`src/rtl/arb_pkg.sv`:
```
// Shared types and constants for the 4-way round-robin arbiter.
// findWinner scans from a priority pointer and can skip the current holder.
package arb_pkg;

  localparam int NREQ = 4;
  localparam int ID_W = 2;

  typedef enum logic {
    IDLE  = 1'b0,
    GRANT = 1'b1
  } state_e;

  // Returns {found, index} of the first set request at or after ptr (wrapping).
  function automatic logic [ID_W:0] findWinner(
    input logic [NREQ-1:0] reqVec,
    input logic [ID_W-1:0] ptr,
    input logic            skipEn,
    input logic [ID_W-1:0] skipId
  );
    logic            found;
    logic [ID_W-1:0] win;
    logic [ID_W-1:0] idx;
    found = 1'b0;
    win   = '0;
    for (int i = 0; i < NREQ; i++) begin
      idx = ptr + ID_W'(i);
      if (!found && reqVec[idx] && !(skipEn && (idx == skipId))) begin
        found = 1'b1;
        win   = idx;
      end
    end
    return {found, win};
  endfunction

endpackage

```
`src/rtl/decoder2to4.sv`:
```
// Combinational 2-to-4 one-hot decoder with enable; all outputs low when disabled.
module decoder2to4
  import arb_pkg::*;
(
  input  logic [ID_W-1:0] id,
  input  logic            en,
  output logic [NREQ-1:0] y
);

  always_comb begin
    y = '0;
    if (en) y[id] = 1'b1;
  end

endmodule

```
`src/rtl/rr_arb4_ctrl.sv`:
```
// Round-robin arbiter for four requesters with a per-grant hold limit.
// All outputs are registered; gnt is the decoded next grant captured in a flop.
module rr_arb4_ctrl
  import arb_pkg::*;
#(
  parameter int MAX_HOLD = 8
) (
  input  logic            clk,
  input  logic            rst,
  input  logic [NREQ-1:0] req,
  output logic [NREQ-1:0] gnt,
  output logic [ID_W-1:0] gnt_id,
  output logic            gnt_valid
);

  localparam int            HW        = $clog2(MAX_HOLD);
  localparam logic [HW-1:0] HOLD_LAST = HW'(MAX_HOLD - 1);

  state_e          state_q, state_d;
  logic [ID_W-1:0] ptr_q, ptr_d;
  logic [HW-1:0]   hold_q, hold_d;
  logic [ID_W-1:0] id_q, id_d;
  logic            valid_q, valid_d;
  logic [NREQ-1:0] gnt_q, gnt_d;

  logic [ID_W:0]   winResult;
  logic            winFound;
  logic [ID_W-1:0] winId;
  logic            grantNew;

  // While granting, the holder is always excluded so rotation never re-picks it.
  assign winResult = findWinner(req, ptr_q, state_q == GRANT, id_q);
  assign winFound  = winResult[ID_W];
  assign winId     = winResult[ID_W-1:0];

  always_comb begin
    state_d  = state_q;
    ptr_d    = ptr_q;
    hold_d   = hold_q;
    id_d     = id_q;
    valid_d  = valid_q;
    grantNew = 1'b0;
    case (state_q)
      IDLE: begin
        if (winFound) grantNew = 1'b1;
      end
      GRANT: begin
        if (!req[id_q]) begin
          if (winFound) begin
            grantNew = 1'b1;
          end else begin
            state_d = IDLE;
            valid_d = 1'b0;
            id_d    = '0;
            hold_d  = '0;
          end
        end else if (hold_q != HOLD_LAST) begin
          hold_d = hold_q + HW'(1);
        end else if (winFound) begin
          grantNew = 1'b1;
        end else begin
          hold_d = '0;
        end
      end
      default: state_d = IDLE;
    endcase
    if (grantNew) begin
      state_d = GRANT;
      id_d    = winId;
      valid_d = 1'b1;
      ptr_d   = winId + ID_W'(1);
      hold_d  = '0;
    end
  end

  decoder2to4 u_dec (
    .id (id_d),
    .en (valid_d),
    .y  (gnt_d)
  );

  always_ff @(posedge clk) begin
    if (rst) begin
      state_q <= IDLE;
      ptr_q   <= '0;
      hold_q  <= '0;
      id_q    <= '0;
      valid_q <= 1'b0;
      gnt_q   <= '0;
    end else begin
      state_q <= state_d;
      ptr_q   <= ptr_d;
      hold_q  <= hold_d;
      id_q    <= id_d;
      valid_q <= valid_d;
      gnt_q   <= gnt_d;
    end
  end

  assign gnt       = gnt_q;
  assign gnt_id    = id_q;
  assign gnt_valid = valid_q;

endmodule

```
`config.mk`:
```
export PLATFORM = sky130hd
export DESIGN_NAME = rr_arb4_ctrl
export DESIGN_NICKNAME = d
export VERILOG_FILES = /design/src/rtl/arb_pkg.sv /design/src/rtl/decoder2to4.sv /design/src/rtl/rr_arb4_ctrl.sv
export SDC_FILE = /design/constraint.sdc
export NUM_CORES = 1
export LEC_CHECK = 0
export BUFFER_PORTS_ARGS = -buffer_cell sky130_fd_sc_hd__clkbuf_2
export CELL_PAD_IN_SITES_DETAIL_PLACEMENT = 0
export CELL_PAD_IN_SITES_GLOBAL_PLACEMENT = 1
export CORE_ASPECT_RATIO = 1.75
export CORE_MARGIN = 2
export CORE_UTILIZATION = 40
export DETAILED_ROUTE_END_ITERATION = 6
export PLACE_DENSITY = 0.8
export SETUP_SLACK_MARGIN = 0.1
export SLEW_MARGIN = 20
export SYNTH_ARGS = -nofsm -noshare
export SYNTH_HDL_FRONTEND = slang
export SYNTH_SLANG_ARGS = --single-unit
```
`constraint.sdc`:
```
create_clock -name clk -period 2.1 [get_ports clk]
set_input_delay 0.315 -clock clk [delete_from_list [all_inputs] [get_ports clk]]
set_output_delay 0.315 -clock clk [all_outputs]
set_load 0.02 [all_outputs]
```
* Yosys cells after proc, flatten, opt, wreduce, memory -nomap -nowiden *
Cells that the tools add are included.

word-level totals
  output and inout bits = 7
  input bits = 6
  bits in registers = 13
  word-level logic and storage cells = 84

operators by class
  bitwise logic cells = 2
  eq/ne operators = 5
  reductions and logical operators = 21
  $add $sub $neg = 5
  muxes and demuxes = 38
  order comparisons = 7

operator list
  operator                                                                       count
  1-bit two-way mux                                                              20
  2-bit by 3-bit less-than comparator with 1-bit output (second input constant)  6
  2-bit two-way mux                                                              8
  1-bit logical AND                                                              12
  1-bit binary-select mux with 2-bit select                                      5
  3-bit two-way mux                                                              3
  2-bit equality test                                                            4
  1-bit zero test                                                                7
  2-bit by 1-bit adder with 2-bit output (second input constant)                 2
  2-bit adder (second input constant)                                            2
  2-bit OR reduction                                                             2
  3-bit by 1-bit adder with 3-bit output (second input constant)                 1
  3-bit != test (second input constant)                                          1
  1-bit demux with 2-bit select                                                  1
  2-bit by 1-bit >= comparator with 1-bit output (second input constant)         1
  1-bit inverter                                                                 2
  1-bit one-hot mux with 2 select lines                                          1

* Longest topological paths before layout *
  depth after elaboration = 26
  depth in mapped cells = 9
  mapped depth without buffers = 7

* Hierarchy *
From an unflattened synthesis, not the netlist that was laid out.

unflattened totals
  cell total of the unflattened synthesis = 113
  area total of the unflattened synthesis = 1042.2 um^2

modules (own cells, without submodules)
  module        area an instance (um^2)  seq. area each (um^2)  instances  cells each
  rr_arb4_ctrl  1004.7                   260.2                  1          109
  decoder2to4   37.5                     0.0                    1          4

* Least setup slack after synthesis *
OpenSTA, ideal clock, no wires.

  path kind = reg2reg
  start point = reg id_q[1] (netlist: gnt_id[1])
  end point = reg ptr_q[0]
  path slack = -0.096 ns
  path buffers = 1
  stages on the path, launching flop included = 9
  period minus slack after synthesis = 2.196 ns
  arrival time = 2.133 ns
  setup time = 0.063 ns
  required time = 2.037 ns
  cells stage by stage = dfxtp_1 > buf_6 > nor2_1 > mux4_2 > a221oi_2 > nor2_2 > nor2_2 > mux2_4 > nor2_2

between the ends
  cells in the longest elaborated chain, start to end = 21
  elaborated cells between the ends (all ways) = 37
  those cells by class = add/sub (1); eq/ne (4); mux (14); reduce/logical (18)

RTL lines
  item                                   RTL line                                                    RTL
  from (decl)                            rr_arb4_ctrl.sv:22                                          logic [ID_W-1:0] id_q, id_d;
  from (signal assigned)                 rr_arb4_ctrl.sv:94                                          id_q <= id_d;
  2-bit equality test                    arb_pkg.sv:27                                               if (!found && reqVec[idx] && !(skipEn && (idx == skipId))) begin
  1-bit logical AND                      arb_pkg.sv:27
  1-bit zero test                        arb_pkg.sv:27
  1-bit logical AND                      arb_pkg.sv:27
  1-bit two-way mux                      arb_pkg.sv:27
  1-bit zero test                        arb_pkg.sv:27
  1-bit logical AND (2 in a row)         arb_pkg.sv:27
  1-bit two-way mux                      arb_pkg.sv:27
  [3 not listed]                         n/a
  1-bit two-way mux                      arb_pkg.sv:27
  1-bit zero test                        arb_pkg.sv:27
  1-bit logical AND (2 in a row)         arb_pkg.sv:27
  1-bit two-way mux                      arb_pkg.sv:27
  1-bit two-way mux                      rr_arb4_ctrl.sv:45, rr_arb4_ctrl.sv:49, rr_arb4_ctrl.sv:59
  1-bit two-way mux                      rr_arb4_ctrl.sv:57                                          end else if (hold_q != HOLD_LAST) begin
  1-bit two-way mux                      rr_arb4_ctrl.sv:48                                          if (!req[id_q]) begin
  1-bit one-hot mux with 2 select lines  rr_arb4_ctrl.sv:43                                          case (state_q)
  to (signal assigned)                   rr_arb4_ctrl.sv:92                                          ptr_q <= ptr_d;
  to (decl)                              rr_arb4_ctrl.sv:20                                          logic [ID_W-1:0] ptr_q, ptr_d;

Several ways; a longest one is shown, not always the timed one. The select of a mux whose other input is x is not followed.
A chain may end at the register's enable or synchronous reset.

* Worst setup path in the final report *
  start point = reg ptr_q[1]
  end point = reg gnt_q[3] (netlist: gnt[3])

between the ends
  cells in the longest elaborated chain, start to end = 26
  elaborated cells between the ends (all ways) = 60
  those cells by class = add/sub (3); order compare (2); eq/ne (4); mux (30); bitwise (1); reduce/logical (20)

RTL lines
  item                                                                                             RTL line            RTL
  parallel branches: the longest is 26 deep, another holds 2-bit by 1-bit adder with 2-bit output  n/a
  to (signal assigned)                                                                             rr_arb4_ctrl.sv:96  gnt_q <= gnt_d;
  to (decl)                                                                                        rr_arb4_ctrl.sv:24  logic [NREQ-1:0] gnt_q, gnt_d;

Several ways; the timed one is not identified. The select of a mux whose other input is x is not followed.

==> reports/summary.txt <==
final worst-path cycle share: 1.01
layout cell share with drive strength beyond 1: 0.557
Yosys reg bits: 13
WP buf/inv: 2
vias in the first global route: 1,379
yosys warns: 0
DRC Markers: 0
syn nets: 156
RSZ-0062 raised after global routing: true
Setup-failing EPs final: 4
Max Clock Skew: 0.00482 ns
Post-Synthesis Cells: 148
WL/cell: 16.2 um
gr ovfl total: 0
CP Max Fanout: 5
# diodes: 0
Port-buffer cells: 12
outcome: complete, but fails checks
Syn Std Cell Area: 0.00129 mm^2
ys async rst share: 0
top_reg_cell synth: dfxtp_1
top post-synthesis cells by area: dfxtp_1 20%, mux2i_1 6.2%, nor2_1 5.3%
P&R area growth vs syn: 48.4%
Hold Vio Cnt, Final: 0
clock insertion delay at the later pin of the skew report: 0.25 ns
largest family of logic cells by synthesized area: compound AO/OA/AOI/OAI gates
worst-path cell chain: buf_8, inv_4, mux4_2, a221oi_4, nor2_4, o2111ai_4, a21boi_4, o22ai_1
CTS Buffer Depth: 2
failing checks: negative setup slack
Vias/cell: 5.63
share of the synthesized area in the top cell type: 0.202
complex-gate fraction of the synthesized area: 0.285
remaining antenna violation count: 0
Max Clk Rate: 471 MHz
Slew Limit Fails: 0
Critical Path RT: 2.22 ns
Post-synth EDFFs: 0
CTS H-Tree Depth: 1
drt pass-1 iters: 4
PwrDens: 1620 mW/mm^2
initial antenna violation count: 0
cts bufs inserted: 3
Crit path max-delay family: compound AO/OA/AOI/OAI gates
root buffer cell: clkbuf_8
1st-iter DRT viols: 21
Core Region: 0.00311 mm^2
Total Wirelength: 3850 um
Yosys top cell by area: dfxtp_1
die area: 0.00370 mm^2
setup TNS: -0.0661 ns
reg2reg setup slack: -0.03 ns
DP Wirelength: 2720 um
CP max stage delay: 0.54 ns
synth unique cells: 59
fin crit period: 2.13 ns
CTS tree: done
pre-CTS setup slack: -0.167 ns
crit path DAT: 2.24 ns
FILL cells: 270
area share of fa/ha/maj cells after synthesis: 0.0195
Syn Area/Cell: 8.69 um^2
Worst setup SP type: flip-flop
final worst setup slack: -0.0252 ns
Clock transition at path regs: 0.06 ns
Initial Util: 0.414
Rows: 27
worst vdd ir: 1.07 mV
chip height: 79.0 um
Slew @ Worst Pin: 0.379 ns
# IOs: 13
CP max-delay cell: mux4_2
routability cong.: 0.928
crit end category: flip-flop
sequential cell area fraction in the yosys report: 0.202
Post-synth top cells: 18 x nor2_1, 13 x dfxtp_1, 10 x nand2_1
Synth Area in Simple Gates: 0.211
Min-Delay Path Class: input port to flip-flop
Tot GR Track Use: 0.223
Die X: 46.9 um
CP Class: flip-flop to flip-flop
NumNets Final: 203
most common cell in the netlist: nor2_1
leak pwr: 0.805 nW
first-pass GRT wire length: 6070 um
clk sinks: 13
DR vias: 1,334
XOR/XNOR Fraction of Synth Area: 0.0545
largest net degree at the start of global routing: 16
MaxCap Viol Count: 0
Worst slew margin: 0.747
mux share of post-synthesis cell area: 0.144
-- report_power, final --
group          switching [mW]  total [mW]  internal, mW
sequential              0.145       0.495         0.350
combinational            1.16        2.38          1.23
clock                  0.0893       0.223         0.134
total                    1.39        3.10          1.71
-- cell families (layout without fill, tap and decap cells) --
group,Yosys count,after routing
simple gates,53,53
compound gates,43,43
buf+inv,18,64
mux,14,14
flops,13,13
xor+xnor,5,5
fa+ha+maj,2,2
-- per-stage QoR --
stage / instances / util / total power [mW] / hold WS, ns / area (um^2)
final: 237 / 0.614 / 3.10 / 0.375 / 1910
after global routing: 237 / 0.614 / 3.28 / 0.403 / 1910
after CTS: 235 / 0.585 / 2.92 / 0.373 / 1820
after detailed placement: 222 / 0.501 / 2.29 / 0.495 / 1560
after global placement: 222 / 0.501 / 2.26 / 0.486 / 1560
after floorplan: 148 / - / 1.75 / 0.470 / 1310
-- path summary, 6_finish.rpt --
check	depth (start not counted)	endpoint	start
hold reg to reg	2	hold_q[1]	hold_q[1]
setup / recovery	8	gnt[3]	ptr_q[1]
hold / removal	2	ptr_q[0]	rst
setup reg to reg	8	gnt[3]	ptr_q[1]
-- flip-flops by register name, indices dropped and copies added (netlist names) --
signal	count
gnt	4
hold_q	3
gnt_id	2
ptr_q	2
gnt_valid	1
state_q	1
-- repair_timing --
item | in CTS | in global routing
gates resized for setup | 36 | 13
hold buffers | 0 | 0
pin swaps | 10 | 8
buffers inserted | 9 | 2
endpoints found under the setup margin | 10 | 9
-- placed cells by master (no fill, tap or decap), drive strengths merged, types with 2 or more instances in the layout --
cell type and count:
inv 8, nand3 4, o31ai 2, xnor2 3
a21oi 7, o22ai 5, nand2b 6, a22oi 2
o31a 3, ha 2, nand2 10, mux2i 8
nor3 2, nor2 21, buf 40, nor2b 3
mux2 3, and2 4, a21o 2, dfxtp 13
xor2 2, o21ai 4, mux4 3, a211oi 2
a221oi 4, clkbuf 16
-- cell type report --
type                            instances  area, um^2  share of cell area
Timing Repair Buffer                   52         387               0.202
Multi-Input combinational cell        117        1110               0.583
Sequential cell                        13         277               0.145
Clock buffer                            4        45.0              0.0236
Inverter                                8        35.0              0.0183
Tap cell                               43        53.8              0.0282
-- layer usage --
layer,GRT usage,part of all wire,vias to the layer above
li1,-,-,639
met1,0.235,0.36,640
met2,0.388,0.56,39
met3,0.0273,0.025,16
met4,0.139,0.056,0
met5,0,0,-
Note: power is estimated with default switching activity, not from simulation.
